$ cat src/rtl/updown_counter_mod.sv
// rtl/updown_counter_mod.sv - parametrised up/down modulo counter with prescaler, load and sticky flags
module updown_counter_mod #(
    parameter int WIDTH    = 4,
    parameter int MAX      = 15,
    parameter int PRESCALE = 1,
    parameter int SATURATE = 0
) (
    input  logic             clk,
    input  logic             rstn,
    input  logic             en,
    input  logic             up,
    input  logic             load,
    input  logic [WIDTH-1:0] load_val,
    input  logic             clr_flags,
    output logic [WIDTH-1:0] out,
    output logic             tc,
    output logic             ovf,
    output logic             unf
);

    localparam logic [WIDTH-1:0] MAX_V   = WIDTH'(MAX);
    localparam logic [15:0]      PC_LAST = 16'(PRESCALE - 1);

    logic [WIDTH-1:0] r_out;
    logic [15:0]      r_pc;
    logic             r_tc;
    logic             r_ovf;
    logic             r_unf;

    logic [WIDTH-1:0] w_load_clamped;
    logic             w_pc_last;
    logic             w_at_max;
    logic             w_at_zero;

    assign w_load_clamped = (load_val > MAX_V) ? MAX_V : load_val;
    assign w_pc_last      = (r_pc == PC_LAST);
    assign w_at_max       = (r_out == MAX_V);
    assign w_at_zero      = (r_out == '0);

    always_ff @(posedge clk or negedge rstn) begin
        if (!rstn) begin
            r_out <= '0;
            r_pc  <= '0;
            r_tc  <= 1'b0;
            r_ovf <= 1'b0;
            r_unf <= 1'b0;
        end else begin
            r_tc <= 1'b0;
            // Clear first so a boundary event later in this block overrides it
            if (clr_flags) begin
                r_ovf <= 1'b0;
                r_unf <= 1'b0;
            end
            if (load) begin
                r_out <= w_load_clamped;
                r_pc  <= '0;
            end else if (en) begin
                if (w_pc_last) begin
                    r_pc <= '0;
                    if (up) begin
                        if (w_at_max) begin
                            r_out <= (SATURATE != 0) ? MAX_V : '0;
                            r_tc  <= 1'b1;
                            r_ovf <= 1'b1;
                        end else begin
                            r_out <= r_out + 1'b1;
                        end
                    end else begin
                        if (w_at_zero) begin
                            r_out <= (SATURATE != 0) ? '0 : MAX_V;
                            r_tc  <= 1'b1;
                            r_unf <= 1'b1;
                        end else begin
                            r_out <= r_out - 1'b1;
                        end
                    end
                end else begin
                    r_pc <= r_pc + 16'd1;
                end
            end
        end
    end

    assign out = r_out;
    assign tc  = r_tc;
    assign ovf = r_ovf;
    assign unf = r_unf;

endmodule

$ cat config.mk
export PLATFORM = sky130hd
export DESIGN_NAME = updown_counter_mod
export DESIGN_NICKNAME = d
export VERILOG_FILES = /design/src/rtl/updown_counter_mod.sv
export SDC_FILE = /design/constraint.sdc
export NUM_CORES = 1
export LEC_CHECK = 0
export CAP_MARGIN = 10
export CORE_MARGIN = 8
export CORE_UTILIZATION = 40
export DETAILED_ROUTE_END_ITERATION = 6
export GPL_TIMING_DRIVEN = 0
export SETUP_SLACK_MARGIN = 0.5
export SLEW_MARGIN = 20
export SYNTH_ARGS = -nofsm -noshare
export SYNTH_HDL_FRONTEND = slang
export SYNTH_SLANG_ARGS = --single-unit
$ cat constraint.sdc
create_clock -name clk -period 1.9 [get_ports clk]
set_clock_uncertainty 0.05 [all_clocks]
set_input_delay 0.38 -clock clk [delete_from_list [all_inputs] [get_ports clk]]
set_output_delay 0.38 -clock clk [all_outputs]
set_load 0.1 [all_outputs]
# Yosys cells after proc, flatten, opt, wreduce, memory -nomap -nowiden

Cells that the tools add are included.

Bits in registers: 23
Bits in latches: 0
Memory bits (writable): 0
Memory bits (read-only): 0
Logic and storage cells: 43
Memories: 0

Add/subtract/negate cells: 3
Multiply operators: 0
Div/mod/pow operators: 0
$lt $le $gt $ge: 1
Eq/ne operators: 1
Shift-type cells: 0
Multiplexer cells: 28
Bitwise operators: 0
Reductions and logical operators: 5

Operator list:

| operator                                             | number |
|---|---|
| 2-to-1 mux 16 bit                                    | 3 |
| 2-to-1 mux 4 bit                                     | 7 |
| 2-to-1 mux 1 bit                                     | 18 |
| adder 16 x 1 -> 16 bit, second input constant        | 1 |
| zero test 16 bit                                     | 1 |
| adder 4 x 1 -> 4 bit, second input constant          | 1 |
| equality test 4 bit, second input constant           | 1 |
| greater-than comparator 4 bit, second input constant | 1 |
| zero test 4 bit                                      | 1 |
| nonzero test 2 bit                                   | 2 |
| subtractor 4 x 1 -> 4 bit, second input constant     | 1 |
| AND reduction 2 bit                                  | 1 |

# Longest topological paths before layout

Gate-level depths: netlist (run 1).

Depth after elaboration: 6
Gate-level depth with buffers: 7
Mapped depth without buffers: 6

# Worst setup path before layout (run 1)

No wires, ideal clock.

Path kind: reg2reg
Start: register r_out[0], in the netlist out[0]
End: register r_out[3], in the netlist out[3]
Data arrival time: 1.989 ns
Data required time: 1.723 ns
Slack: -0.266 ns
Stages on the path, launching flop included: 6
Period minus slack after synthesis: 2.166 ns
Cell sequence: dfrtp_1 > ha_1 > inv_1 > a311o_1 > a221oi_1 > o31ai_1

Cells in the longest elaborated chain, start to end: 6
Elaborated cells on any way between the ends: 10

RTL lines:

| what                                                    | line   | source |
|---|---|---|
| from (decl)                                             | 24     | `logic [WIDTH-1:0] r_out;` |
| from (signal assigned)                                  | 55     | `r_out <= w_load_clamped;` |
| from (signal assigned)                                  | 62     | `r_out <= (SATURATE != 0) ? MAX_V : '0;` |
| from (signal assigned)                                  | 66     | `r_out <= r_out + 1'b1;` |
| subtractor 4 x 1 -> 4 bit, or another cell as far along | 74     | `r_out <= r_out - 1'b1;` |
| 2-to-1 mux 4 bit (on tied branches)                     | 69, 61 |  |
| 2-to-1 mux 4 bit *                                      | 60     | `if (up) begin` |
| 2-to-1 mux 4 bit *                                      | 58     | `if (w_pc_last) begin` |
| 2-to-1 mux 4 bit *                                      | 57     | `end else if (en) begin` |
| 2-to-1 mux 4 bit *                                      | 54     | `if (load) begin` |

Every way passes the cells marked *; elsewhere a longest branch is shown, timed or not. The select of a mux whose other input is x is not followed.
A chain may end at the register's enable or synchronous reset.

# Worst setup path after layout (run 1)

Start: register r_out[0], in the netlist out[0]
End: register r_out[0], in the netlist out[0]

Same word-level chain as after synthesis.

==> key figures, run 1 <==
Power and ir drop
  – Power per cell area: 513 nW/µm²
  – VDD IR-drop max: 0.327 mV
  – P_leak: 0.000891 µW
  – Tot Pwr: 1150 µW

Clock tree
  – H-tree lvl count: 1
  – CTS tree: built
  – Clock-pin slew on the worst setup and hold paths: 0.14 ns
  – Clock root cell: clkbuf_4
  – Max Buffers Root-to-Sink: 2
  – CTS buffer count: 3
  – Clock net sink count: 23
  – Worst-Skew Late Latency: 0.32 ns

Setup path
  – Crit path kind: reg2reg
  – CP cell instances: inv_4 -> ha_4 -> or4b_4 -> a21boi_1 -> mux2i_1 -> o21ai_1
  – CP arrival: 1.91 ns
  – Crit end category: flip-flop
  – CP Data Required Time: 2.10 ns
  – Buf+Inv Stages, Crit Path: 1
  – CP max stage delay: 0.55 ns
  – Top delay family on crit path: flip-flops
  – CP max-delay cell: dfrtp_4
  – Worst-path maximum fanout: 6
  – Startpoint types: flip-flop

Yosys
  – Synth warn: 0
  – Primary FF master, synth: dfrtp_1
  – Seq cells post-synth: 23
  – Unique cell type count in the Yosys netlist: 41
  – Post-synth EDFFs: 0
  – Sequential area share after synthesis: 41.6%
  – Fraction of registers with async set/reset: 100%
  – Post-synth design cell area: 1380 µm²
  – Avg Inst Size Synth: 9.68 µm²
  – Cells after Synth: 143
  – Post-synthesis net count: 157

Timing
  – Measured slew at the worst slew-check pin: 0.523 ns
  – Final worst setup slack: 0.186 ns
  – Peak Freq: 584 MHz
  – Slew Limit Fails: 0
  – Final setup fails: 0
  – Fin crit share: 90.2%
  – Final Hold Viols: 0
  – Setup TNS: 0 ns
  – Post-layout minimum cycle time: 1.71 ns
  – RSZ-0062 raised after global routing: true
  – Slew HR: 65.1%

Detailed routing
  – Remaining DRCs: 0
  – Routed wire length: 3960 µm
  – First-pass DRT Iterations: 4
  – Antenna-violating nets left: 0
  – Via density: 5.21
  – Via Count: 1277
  – Wire length per cell: 16.2 µm
  – DR iter-0 viols: 75

Placed design
  – Final HPWL DP: 2270 µm
  – Placed inst area: 1640 µm²
  – Gpl congestion: 0.828
  – Worst slack at placement: -0.148 ns
  – Port Buffers: 14

Die
  – Initial Util: 41.5%
  – Die H: 74.8 µm
  – Core area: 3340 µm²
  – Number of I/O pins: 17
  – Die ar.: 5600 µm²
  – Die X: 74.8 µm
  – Rows: 21

Min path
  – Worst hold path type: in2reg

Global routing
  – Initial antenna violation count: 0
  – Largest net degree at the start of global routing: 24
  – Wire length of the first global-routing pass: 5920 µm
  – Vias in the first global route: 1275
  – Congestion Overflow GR: 0
  – Gr usage total: 13.7%

Finish
  – Diodes inserted: 0
  – Final Util: 66.9%
  – Filler cells: 260
  – Final Cell Area: 2230 µm²
  – Final nets: 214
  – Ratio of cells with drive above 1 in the final layout: 55.8%
  – Syn-to-layout area delta: 61.4%

Run status
  – Status: finished, final reports clean

Run
  – Max Cap Viol: 0
-- through the flow --
step	hold slack, ns	std cells
6_report	0.335	245
5_1_grt	0.341	245
4_1_cts	0.304	233
3_5_place_dp	0.438	203
3_3_place_gp	0.423	203
2_1_floorplan	0.0344	143
-- what timing repair did --
item / CTS / global route
setup buffers: 25 / 11
endpoints found under the hold margin: 0 / 23
pin swaps: 11 / 12
endpoints found under the setup margin: 34 / 30
cloned: 1 / 0
hold buffers: 0 / 1
resized for setup: 76 / 46
-- flip-flops by register name, indices dropped and copies added, names as in the netlist --
register / cells
out: 4
ovf: 1
r_pc: 16
tc: 1
unf: 1
-- layout by cell type, fill, tap and decap left out, types with 2 or more instances in the layout --
cell,instances
inv_4,2
o21ai_0,2
nand3b_1,2
nand2_1,10
nor3_2,2
ha_4,2
nor2_4,4
nand4_1,4
buf_12,5
dfrtp_4,2
inv_1,6
dfrtp_1,13
nor2_2,8
nand2b_1,2
a21oi_2,3
clkdlybuf4s50_1,6
dfrtp_2,8
nor3_4,2
inv_2,2
o21ai_1,2
nor2_1,6
o31ai_2,2
nand3_1,4
nor4_2,3
nand4_4,2
buf_6,6
buf_2,3
xnor2_1,11
nor2b_1,3
buf_4,32
buf_8,2
nor4_4,3
mux2i_1,2
clkbuf_4,4
-- worst paths after layout --
path                       cells after the start                    to  slack, ns                from
max                                            6    out[0]$_DFFE_PN0P_       0.19  out[0]$_DFFE_PN0P_
min                                            3   r_pc[1]$_DFFE_PN0P_       0.33                  en
max reg2reg                                    6    out[0]$_DFFE_PN0P_       0.19  out[0]$_DFFE_PN0P_
min reg2reg                                    2         ovf$_DFF_PN0_       0.52       ovf$_DFF_PN0_
max in group asynchronous                      2    out[1]$_DFFE_PN0P_       0.91                rstn
min in group asynchronous                      2  r_pc[15]$_DFFE_PN0P_       0.50                rstn
-- layout make-up --
cell class / instances / area [µm²] / area share (%)
Multi-Input combinational cell: 105 / 978 / 43.8
Buffer: 5 / 36.3 / 1.62
Inverter: 10 / 42.5 / 1.90
Timing Repair Buffer: 52 / 498 / 22.3
Clock inverter: 1 / 5.00 / 0.224
Clock buffer: 3 / 22.5 / 1.01
Tap cell: 46 / 57.6 / 2.58
Sequential cell: 23 / 593 / 26.6
-- cells by family after synthesis --
group,after synthesis,synth area share [%]
simple gates,64,29.1
flops,23,41.6
compound gates,21,10.9
buf+inv,15,4.43
xor+xnor,13,8.23
fa+ha+maj,4,3.62
mux,3,2.17
-- power by group --
part	total [µW]	leakage [µW]	internal, µW	switching (µW)
clock network	234	0.0000177	78.7	155
registers	530	0.000299	507	23.3
logic	382	0.000574	174	208
total	1150	0.000891	759	386
-- synth_stat cells, types with 4 or more instances --
cell	number	share of area [%]
dfrtp_1	23	42
ha_1	4	3.6
inv_1	10	2.7
nand4_1	4	1.8
xnor2_1	12	7.6
nor2_1	18	4.9
nand3_1	6	2.2
o21ai_0	4	1.4
nor3_1	5	1.8
nand2_1	10	2.7
-- layer usage --
metal | routed length [µm] | up-vias | GRT usage (%)
li1 | - | 614 | -
met1 | 1730 | 631 | 16.5
met2 | 2060 | 26 | 22.8
met3 | 99 | 6 | 2.66
met4 | 71 | 0 | 6.52
met5 | 0 | - | 0
-- tightest hold or removal path, cell delays in order --
cell and delay (ns):
buf_2 0.17, nand3_2 0.09, a21oi_2 0.04
(Power assumes the default switching activity.)
==> run 2: changes to the inputs <==
CTS_CLUSTER_SIZE = 28   (was default)
==> results of run 2 <==
Final layout, timing and power as in run 1 (identical DEF).
